<file path="src/rtl/parity_frame_tx_pkg.sv">
// Shared types, line levels and counter-width helper for the parity serial framer.
package parity_frame_tx_pkg;

    typedef enum logic [2:0] {
        IDLE   = 3'd0,
        START  = 3'd1,
        DATA   = 3'd2,
        PARITY = 3'd3,
        STOP   = 3'd4
    } state_e;

    localparam logic START_LVL = 1'b0;
    localparam logic STOP_LVL  = 1'b1;
    localparam logic IDLE_LVL  = 1'b1;

    // Counter width for a 0..n-1 range; never narrower than one bit.
    function automatic int unsigned cnt_w(input int unsigned n);
        return (n <= 1) ? 1 : $clog2(n);
    endfunction

endpackage

</file>
<file path="src/rtl/parity_frame_tx_bit_timer.sv">
// Bit-period timer: counts 0..CLKS_PER_BIT-1 and flags the last cycle of each bit period.
module parity_frame_tx_bit_timer
    import parity_frame_tx_pkg::*;
#(
    parameter int unsigned CLKS_PER_BIT = 4
) (
    input  logic clk,
    input  logic rst,
    input  logic clr,
    output logic tick,
    output logic tick_next_c
);

    localparam int unsigned CW = cnt_w(CLKS_PER_BIT);
    localparam logic [CW-1:0] LAST = CW'(CLKS_PER_BIT - 1);

    logic [CW-1:0] cnt_q;
    logic [CW-1:0] cnt_d;
    logic          tick_q;

    // tick_next_c lets the owner register outputs that must line up with tick.
    always_comb begin
        cnt_d = cnt_q;
        if (clr || (cnt_q == LAST)) begin
            cnt_d = '0;
        end else begin
            cnt_d = cnt_q + CW'(1);
        end
        tick_next_c = (cnt_d == LAST);
    end

    always_ff @(posedge clk) begin
        if (rst) begin
            cnt_q  <= '0;
            tick_q <= 1'(CLKS_PER_BIT == 1);
        end else begin
            cnt_q  <= cnt_d;
            tick_q <= tick_next_c;
        end
    end

    assign tick = tick_q;

endmodule

</file>
<file path="src/rtl/parity_frame_tx.sv">
// Serial framer: accepts a word, sends start, data LSB-first, even parity and stop bits.
module parity_frame_tx
    import parity_frame_tx_pkg::*;
#(
    parameter int unsigned DATA_W       = 3,
    parameter int unsigned CLKS_PER_BIT = 4
) (
    input  logic              clk,
    input  logic              rst,
    input  logic [DATA_W-1:0] a,
    input  logic              valid,
    output logic              ready,
    output logic              tx,
    output logic              e,
    output logic              busy,
    output logic              done
);

    localparam int unsigned BW = cnt_w(DATA_W);
    localparam logic [BW-1:0] LAST_BIT = BW'(DATA_W - 1);

    state_e            state_q, state_d;
    logic [BW-1:0]     bit_cnt_q, bit_cnt_d;
    logic [DATA_W-1:0] shift_q, shift_d;
    logic              e_q, e_d;
    logic              tx_q, tx_d;
    logic              ready_q, ready_d;
    logic              busy_q, busy_d;
    logic              done_q, done_d;
    logic              tick;
    logic              tick_next_c;
    logic              accept_c;

    assign accept_c = valid && ready_q;

    parity_frame_tx_bit_timer #(
        .CLKS_PER_BIT(CLKS_PER_BIT)
    ) u_bit_timer (
        .clk        (clk),
        .rst        (rst),
        .clr        (state_q == IDLE),
        .tick       (tick),
        .tick_next_c(tick_next_c)
    );

    always_ff @(posedge clk) begin
        if (rst) begin
            state_q <= IDLE;
        end else begin
            state_q <= state_d;
        end
    end

    always_comb begin
        state_d = state_q;
        case (state_q)
            IDLE:    if (accept_c) state_d = START;
            START:   if (tick) state_d = DATA;
            DATA:    if (tick && (bit_cnt_q == LAST_BIT)) state_d = PARITY;
            PARITY:  if (tick) state_d = STOP;
            STOP:    if (tick) state_d = IDLE;
            default: state_d = IDLE;
        endcase
    end

    // Datapath and registered outputs are computed for the state being entered.
    always_comb begin
        shift_d   = shift_q;
        bit_cnt_d = bit_cnt_q;
        e_d       = e_q;
        if (accept_c) begin
            shift_d = a;
            e_d     = ^a;
        end
        if ((state_q == DATA) && tick) begin
            shift_d   = shift_q >> 1;
            bit_cnt_d = (bit_cnt_q == LAST_BIT) ? '0 : bit_cnt_q + BW'(1);
        end

        case (state_d)
            IDLE:    tx_d = IDLE_LVL;
            START:   tx_d = START_LVL;
            DATA:    tx_d = shift_d[0];
            PARITY:  tx_d = e_d;
            STOP:    tx_d = STOP_LVL;
            default: tx_d = IDLE_LVL;
        endcase
        ready_d = (state_d == IDLE);
        busy_d  = (state_d != IDLE);
        done_d  = (state_d == STOP) && tick_next_c;
    end

    always_ff @(posedge clk) begin
        if (rst) begin
            bit_cnt_q <= '0;
            shift_q   <= '0;
            e_q       <= 1'b0;
            tx_q      <= IDLE_LVL;
            ready_q   <= 1'b1;
            busy_q    <= 1'b0;
            done_q    <= 1'b0;
        end else begin
            bit_cnt_q <= bit_cnt_d;
            shift_q   <= shift_d;
            e_q       <= e_d;
            tx_q      <= tx_d;
            ready_q   <= ready_d;
            busy_q    <= busy_d;
            done_q    <= done_d;
        end
    end

    assign ready = ready_q;
    assign tx    = tx_q;
    assign e     = e_q;
    assign busy  = busy_q;
    assign done  = done_q;

endmodule

</file>
<file path="config.mk">
export PLATFORM = sky130hd
export DESIGN_NAME = parity_frame_tx
export DESIGN_NICKNAME = d
export VERILOG_FILES = /design/src/rtl/parity_frame_tx_pkg.sv /design/src/rtl/parity_frame_tx_bit_timer.sv /design/src/rtl/parity_frame_tx.sv
export SDC_FILE = /design/constraint.sdc
export NUM_CORES = 1
export LEC_CHECK = 0
export BUFFER_PORTS_ARGS = -buffer_cell sky130_fd_sc_hd__buf_2
export CAP_MARGIN = 20
export CORE_MARGIN = 2
export CORE_UTILIZATION = 47
export CTS_CLUSTER_DIAMETER = 40
export DETAILED_ROUTE_END_ITERATION = 12
export PLACE_DENSITY = 0.71
export SLEW_MARGIN = 40
export SYNTH_ARGS = -nofsm -noshare
export SYNTH_HDL_FRONTEND = slang
export SYNTH_SLANG_ARGS = --single-unit
</file>
<file path="constraint.sdc">
create_clock -name clk -period 1.2 [get_ports clk]
set_clock_uncertainty 0.15 [all_clocks]
set_input_delay 0 -clock clk [delete_from_list [all_inputs] [get_ports clk]]
set_output_delay 0 -clock clk [all_outputs]
set_load 0.02 [all_outputs]
</file>
==> summary.txt, run 1 <==
============================================================================
Flops & latches, synth                                                    16
Proportion of layout cells with a drive suffix above 1                 45.8%
Peak ir drop on the vdd network                                     0.714 mV
HPWL Detailed                                                        1.14 mm
MaxCap Viol Count                                                          0
Post-placement worst setup slack                                     -234 ps
Run status                                                      finished with violations
Buffer type at the clock tree root                              sky130_fd_sc_hd__clkbuf_4
Relative slew margins                                                  82.5%
Htree depth                                                                1
Floorplan Core Area                                             0.00145 mm^2
Type of the worst setup path                                         reg2reg
Area share of the largest cell type after synthesis                    45.1%
Critical path capture point type                                        flop
Setup TNS Final                                                      -703 ps
Violated checks                                                 setup timing
Length of the first detailed-routing pass in iterations                    4
Setup violation total in the final timing report                          10
Tightest Pin Transition                                               263 ps
Final layout net count                                                   115
Ys flop type                                                    sky130_fd_sc_hd__dfxtp_1
Clock buffers created by TritonCTS                                         3
Critical path cell sequence                                     buf_4, xor2_1, or3_1, a32oi_1
Placed Instance Area                                                896 um^2
I/O pin cnt                                                               11
Standard-cell rows                                                        14
Unrepaired setup endpoints after global routing                         true
TritonCTS clock tree                                                     yes
Netlist Area Pre-Place                                              709 um^2
Arrival time of data at the critical path endpoint                   1460 ps
Power density relative to cell area                             1080 mW/mm^2
Num Clock Sinks                                                           16
Final setup margin                                                   -192 ps
Count of cell types in the netlist                                        32
Final critical delay including setup and external delays             1390 ps
Port Buffer Count                                                         10
Detailed router's first-iteration violation count                         18
Clk slew on worst S/H paths                                           100 ps
First-pass GRT wire length                                           3.07 mm
Cell with the largest stage delay on the worst path             sky130_fd_sc_hd__dfxtp_4
Die height                                                           42.9 um
Reg2reg path depth                                                         4
Startpoint types                                                        flop
Die span in x                                                        42.9 um
Remaining global-route overflow                                            0
Number of hold violations in the final report                              0
Antenna violations before repair                                           0
Leading area contributor after synthesis                        sky130_fd_sc_hd__dfxtp_1
Cell types occupying the most area after synthesis              sky130_fd_sc_hd__dfxtp_1 45%, sky130_fd_sc_hd__nor2_1 6.3%, sky130_fd_sc_hd__nor3_1 4.9%, sky130_fd_sc_hd__mux2i_1 4.2%, sky130_fd_sc_hd__xor3_1 3.4%
Fin area                                                        0.00106 mm^2
Static leakage                                                      0.475 nW
Worst hold margin                                                    35.2 ps
Cells after synthesis                                                     74
Worst min path class                                                  in2reg
Count of vias placed by the detailed router                              675
Initial standard-cell utilization of the core                          48.8%
Routed wire per std cell                                             15.0 um
Tcrit/Tclk final                                                        116%
Die ar.                                                         0.00184 mm^2
Post-Syn Area per Cell                                             9.59 um^2
CP required                                                          1260 ps
Top-count cell post-synth                                       sky130_fd_sc_hd__dfxtp_1
Deepest clock path buffer count                                            2
Post-route antenna net violation count                                     0
Max stage delay on crit path                                          380 ps
Highest clock frequency the design can meet                          719 MHz
Mapped Nets                                                               81
Hold path depth                                                            4
Total track usage                                                      23.3%
DRC violations left                                                        0
Final Max Tran Viols                                                       0
Worst-path fanout max                                                      4
Fraction of the yosys area taken by sequential cells                   45.1%
Clock network latency to the later pin of the worst-skew pair         290 ps
Area Overhead vs Synth                                                 49.4%
Maximum number of pins on one net before global-route repair              15
Antenna cell count                                                         0
Number of flops mapped to enable cells by yosys                            0
Detailed-route wire length                                           1.84 mm
RePlAce Congestion                                                     0.782
Yosys warnings                                                             0
Post-Route Utilization                                                 72.9%
Via count normalized by instance count                                  5.49
Via count of the first global-routing pass                               699
Cell types with the highest counts after synthesis              16 x sky130_fd_sc_hd__dfxtp_1, 12 x sky130_fd_sc_hd__nor2_1, 7 x sky130_fd_sc_hd__nor3_1
Fraction of registers with async set/reset                                0%
============================================================================
## state kept, by name, indices dropped and copies added, names as in the netlist
name,cells
shift_q,3
state_q,3
bit_cnt_q,2
u_bit_timer.cnt_q,2
busy,1
done,1
e,1
ready,1
tx,1
u_bit_timer.tick,1
## metal layers
layer	part of all wire (%)	up-vias	global-route usage [%]	wire length [um]
li1	-	328	-	-
met1	42	320	27.4	767
met2	53	23	41.2	972
met3	4.4	4	2.98	82
met4	1.1	0	11.3	21
met5	0	-	0	0
## layout make-up
| class | instances | area [um^2] |
|---|---|---|
| repair buffers | 34 | 251 |
| well taps | 16 | 20.0 |
| flip-flops and latches | 16 | 337 |
| inverters | 1 | 3.75 |
| multi-input cells | 52 | 412 |
| clock buffers | 4 | 36.3 |
| fillers | 108 | 394 |
## placed cells by master, fill, tap and decap left out, types with 2 or more instances in the layout
cell and instances:
sky130_fd_sc_hd__a21oi_1 4, sky130_fd_sc_hd__buf_2 10, sky130_fd_sc_hd__buf_4 17, sky130_fd_sc_hd__buf_6 3, sky130_fd_sc_hd__clkbuf_4 3, sky130_fd_sc_hd__dfxtp_1 11, sky130_fd_sc_hd__dfxtp_4 4, sky130_fd_sc_hd__dlygate4sd3_1 4
sky130_fd_sc_hd__mux2i_1 3, sky130_fd_sc_hd__nand2_1 3, sky130_fd_sc_hd__nor2_1 10, sky130_fd_sc_hd__nor2_2 2, sky130_fd_sc_hd__nor3_1 6
## critical path: cells and delay by family, from the launching register on
kind / cells / cell delay [ps]
DFF: 1 / 380
AOI/OAI and AO/OA: 1 / 170
and+or+nand+nor: 1 / 300
xor gates and xnor gates: 1 / 160
buffers and inverters: 1 / 150
## worst paths after layout
path	startpoint	end	slack, ps
worst min-delay path	a[0]	shift_q[0]	40
worst max-delay path	state_q[1]	tx	-190
worst max register to register	state_q[1]	tx	-190
worst min register to register	shift_q[2]	shift_q[1]	380
## through the flow
step	total power, mW	instances
after floorplan	0.693	74
after global placement	0.763	112
after detailed placement	0.771	112
after CTS	1.14	122
after global routing	1.19	123
final	1.14	123
## repair_timing
action,CTS,global route
resized for setup,12,5
endpoints found under the hold margin,11,0
gates cloned,0,0
hold buffers,4,0
endpoints found under the setup margin,13,13
setup buffers,2,1
pin swaps,3,1
## logic make-up after synthesis
kind of cell | share of synthesized area, %
AOI/OAI and AO/OA | 9.70
xor gates and xnor gates | 4.59
adders and majority gates | 1.76
buffers and inverters | 4.58
DFF | 45.2
muxes | 4.23
and+or+nand+nor | 30.0
## where the power goes
part	internal (mW)	total, mW	switching, mW
clock network	0.185	0.365	0.180
logic	0.106	0.198	0.0921
registers	0.555	0.581	0.0256
total	0.846	1.14	0.298
Power figures use the tool's default switching activity.
==> run 2, diff against run 1 <==
--- a/config.mk
+++ b/config.mk
@@ -8,10 +8,11 @@
 export BUFFER_PORTS_ARGS = -buffer_cell sky130_fd_sc_hd__buf_2
 export CAP_MARGIN = 20
 export CORE_MARGIN = 2
-export CORE_UTILIZATION = 47
+export CORE_UTILIZATION = 52
 export CTS_CLUSTER_DIAMETER = 40
 export DETAILED_ROUTE_END_ITERATION = 12
-export PLACE_DENSITY = 0.71
+export MAX_ROUTING_LAYER = met4
+export PLACE_DENSITY = 0.74
 export SLEW_MARGIN = 40
 export SYNTH_ARGS = -nofsm -noshare
 export SYNTH_HDL_FRONTEND = slang
==> constraint.sdc (replaced) <==
create_clock -name clk -period 1.3 [get_ports clk]
set_clock_uncertainty 0.15 [all_clocks]
set_input_delay 0 -clock clk [delete_from_list [all_inputs] [get_ports clk]]
set_output_delay 0 -clock clk [all_outputs]
set_load 0.02 [all_outputs]
==> run 2 against run 1 <==
Against the previous run: the run still ends with setup timing left; via count decreased by 8.0%; first-iteration DRC count down 44%; die area is 8.7% lower; worst setup slack better by 150 ps; largest cell class unchanged.
==> summary.txt, run 2 (synthesis gave the netlist of run 1 again) <==
===================================================================================
Run status                                                             finished with violations
Violated checks                                                        setup timing
Routed wire per std cell                                                    13.0 um
Initial standard-cell utilization of the core                                 55.2%
Standard-cell rows                                                               13
Clock buffers created by TritonCTS                                                3
Met1 Track Usage GR                                                           27.2%
RePlAce Congestion                                                            0.753
Proportion of layout cells with a drive suffix above 1                        42.6%
Total placed cells including tap cells                                          107
Die height                                                                  40.9 um
Static leakage                                                             0.438 nW
Tcrit/Tclk final                                                               103%
Via count normalized by instance count                                         5.35
Floorplan Core Area                                                    0.00128 mm^2
Maximum number of pins on one net before global-route repair                     15
Antenna cell count                                                                0
I/O pin cnt                                                                      11
Detailed-route wire length                                                  1.51 mm
Remaining global-route overflow                                                   0
Deepest clock path buffer count                                                   2
Buffer type at the clock tree root                                     sky130_fd_sc_hd__clkbuf_4
Final critical delay including setup and external delays                    1340 ps
Type of the worst setup path                                                reg2reg
Worst r2r src                                                            state_q[0]
CP required                                                                 1330 ps
TritonCTS clock tree                                                            yes
Die ar.                                                                0.00168 mm^2
Clock network latency to the later pin of the worst-skew pair                280 ps
Antenna violations before repair                                                  0
Setup violation total in the final timing report                                  4
Largest registers in the final layout                                  shift_q (3), state_q (3)
Bufs and invs on worst path                                                       1
Arrival time of data at the critical path endpoint                          1370 ps
R2R setup slack                                                              -40 ps
WHS Endpoint                                                             shift_q[2]
Total track usage                                                             22.0%
Met3 track demand over resource in global routing                             4.89%
Hold path depth                                                                   4
Die span in x                                                               40.9 um
Unrepaired setup endpoints after global routing                                true
Tightest Pin Transition                                                      261 ps
Hold wc startpoint                                                            valid
Number of hold violations in the final report                                     0
First-pass GRT wire length                                                  2.21 mm
Length of the first detailed-routing pass in iterations                           4
Htree depth                                                                       1
Final Max Tran Viols                                                              0
Num Clock Sinks                                                                  16
Count of vias placed by the detailed router                                     621
Post-route antenna net violation count                                            0
Met2 Resource Use GR                                                          31.6%
Count of placed standard cells in the final layout, fillers left out            116
Clk slew on worst S/H paths                                                   90 ps
Placed Instance Area                                                       853 um^2
Cell family with most CP delay                                         simple AND/OR/NAND/NOR gates
Critical path cell sequence                                            buf_4, nor4b_2, nor2_1, or2_1
Worst-path fanout max                                                             5
Critical path capture point type                                               flop
Startpoint types                                                               flop
Port Buffer Count                                                                10
MaxCap Viol Count                                                                 0
Highest clock frequency the design can meet                                 748 MHz
Worst min path class                                                         in2reg
DRC violations left                                                               0
Final setup margin                                                         -37.6 ps
Detailed router's first-iteration violation count                                10
FF-to-FF End                                                                  ready
Area Overhead vs Synth                                                        39.7%
Most common library cell in the layout ignoring fill and taps          sky130_fd_sc_hd__buf_4
GRT Max-Usage Layer                                                            met2
Fin area                                                                   991 um^2
Relative slew margins                                                         82.6%
Number of filler instances in the final layout                                   92
Peak ir drop on the vdd network                                            0.779 mV
Power density relative to cell area                                    1040 mW/mm^2
Final layout net count                                                          109
Reg2reg path depth                                                                4
Max stage delay on crit path                                                 360 ps
Cell with the largest stage delay on the worst path                    sky130_fd_sc_hd__dfxtp_2
Via count of the first global-routing pass                                      517
Top library cells by usage in the layout, fill and taps aside          14 x sky130_fd_sc_hd__buf_4, 11 x sky130_fd_sc_hd__nor2_1, 11 x sky130_fd_sc_hd__dfxtp_1
Worst hold margin                                                           58.2 ps
HPWL Detailed                                                               1.05 mm
===================================================================================
run 2: layer usage:
metal	wire (um)	share of wire, %
met2	682	45
met3	46	3.1
met1	728	48
met4	47	3.1
met5	0	0
run 2: final cells by class:
| class | instances | area (um^2) | area share [%] |
|---|---|---|---|
| multi-input cells | 52 | 405 | 40.9 |
| flip-flops and latches | 16 | 332 | 33.5 |
| repair buffers | 28 | 195 | 19.7 |
| clock buffers | 4 | 36.3 | 3.66 |
| well taps | 15 | 18.8 | 1.89 |
| inverters | 1 | 3.75 | 0.379 |
run 2: where the power goes:
group	leakage [nW]	internal, mW	switching, mW
Sequential	0.133	0.514	0.0217
Combinational	0.284	0.0935	0.0795
Clock	0.0210	0.171	0.153
Total	0.438	0.778	0.254
run 2: how the worst max path moves through the flow:
stage                     slack, ps       start      endpoint  depth (start not counted)
after floorplan                 -20  state_q[1]         ready                          4
after global placement         -140  state_q[0]         ready                          4
after detailed placement       -130  state_q[0]         ready                          4
after CTS                       -60  state_q[0]  bit_cnt_q[1]                          5
after global routing           -110       ready            tx                          4
final                           -40  state_q[0]         ready                          4
run 2: worst min-delay path: stages:
cell and delay, ps:
sky130_fd_sc_hd__buf_2 140, sky130_fd_sc_hd__nand2_8 90, sky130_fd_sc_hd__mux2i_1 70, sky130_fd_sc_hd__nor3_1 130
run 2: what timing repair did:
| item | in CTS | in global routing |
|---|---|---|
| setup endpoints to repair | 7 | 9 |
| endpoints found under the hold margin | 12 | 0 |
| pin swaps | 2 | 1 |
| cloned | 0 | 0 |
| setup buffers | 1 | 0 |
| hold buffers | 4 | 0 |
| resized for setup | 6 | 7 |
run 2: through the flow:
| stage | util (%) | worst slack (ps) | power [mW] | TNS [ps] |
|---|---|---|---|---|
| after floorplan | - | -20.0 | 0.634 | -36.6 |
| after global placement | 66.4 | -141 | 0.699 | -352 |
| after detailed placement | 66.4 | -128 | 0.701 | -511 |
| after CTS | 74.2 | -56.4 | 1.03 | -196 |
| after global routing | 77.1 | -110 | 1.08 | -502 |
| final | 77.1 | -37.6 | 1.03 | -89.9 |
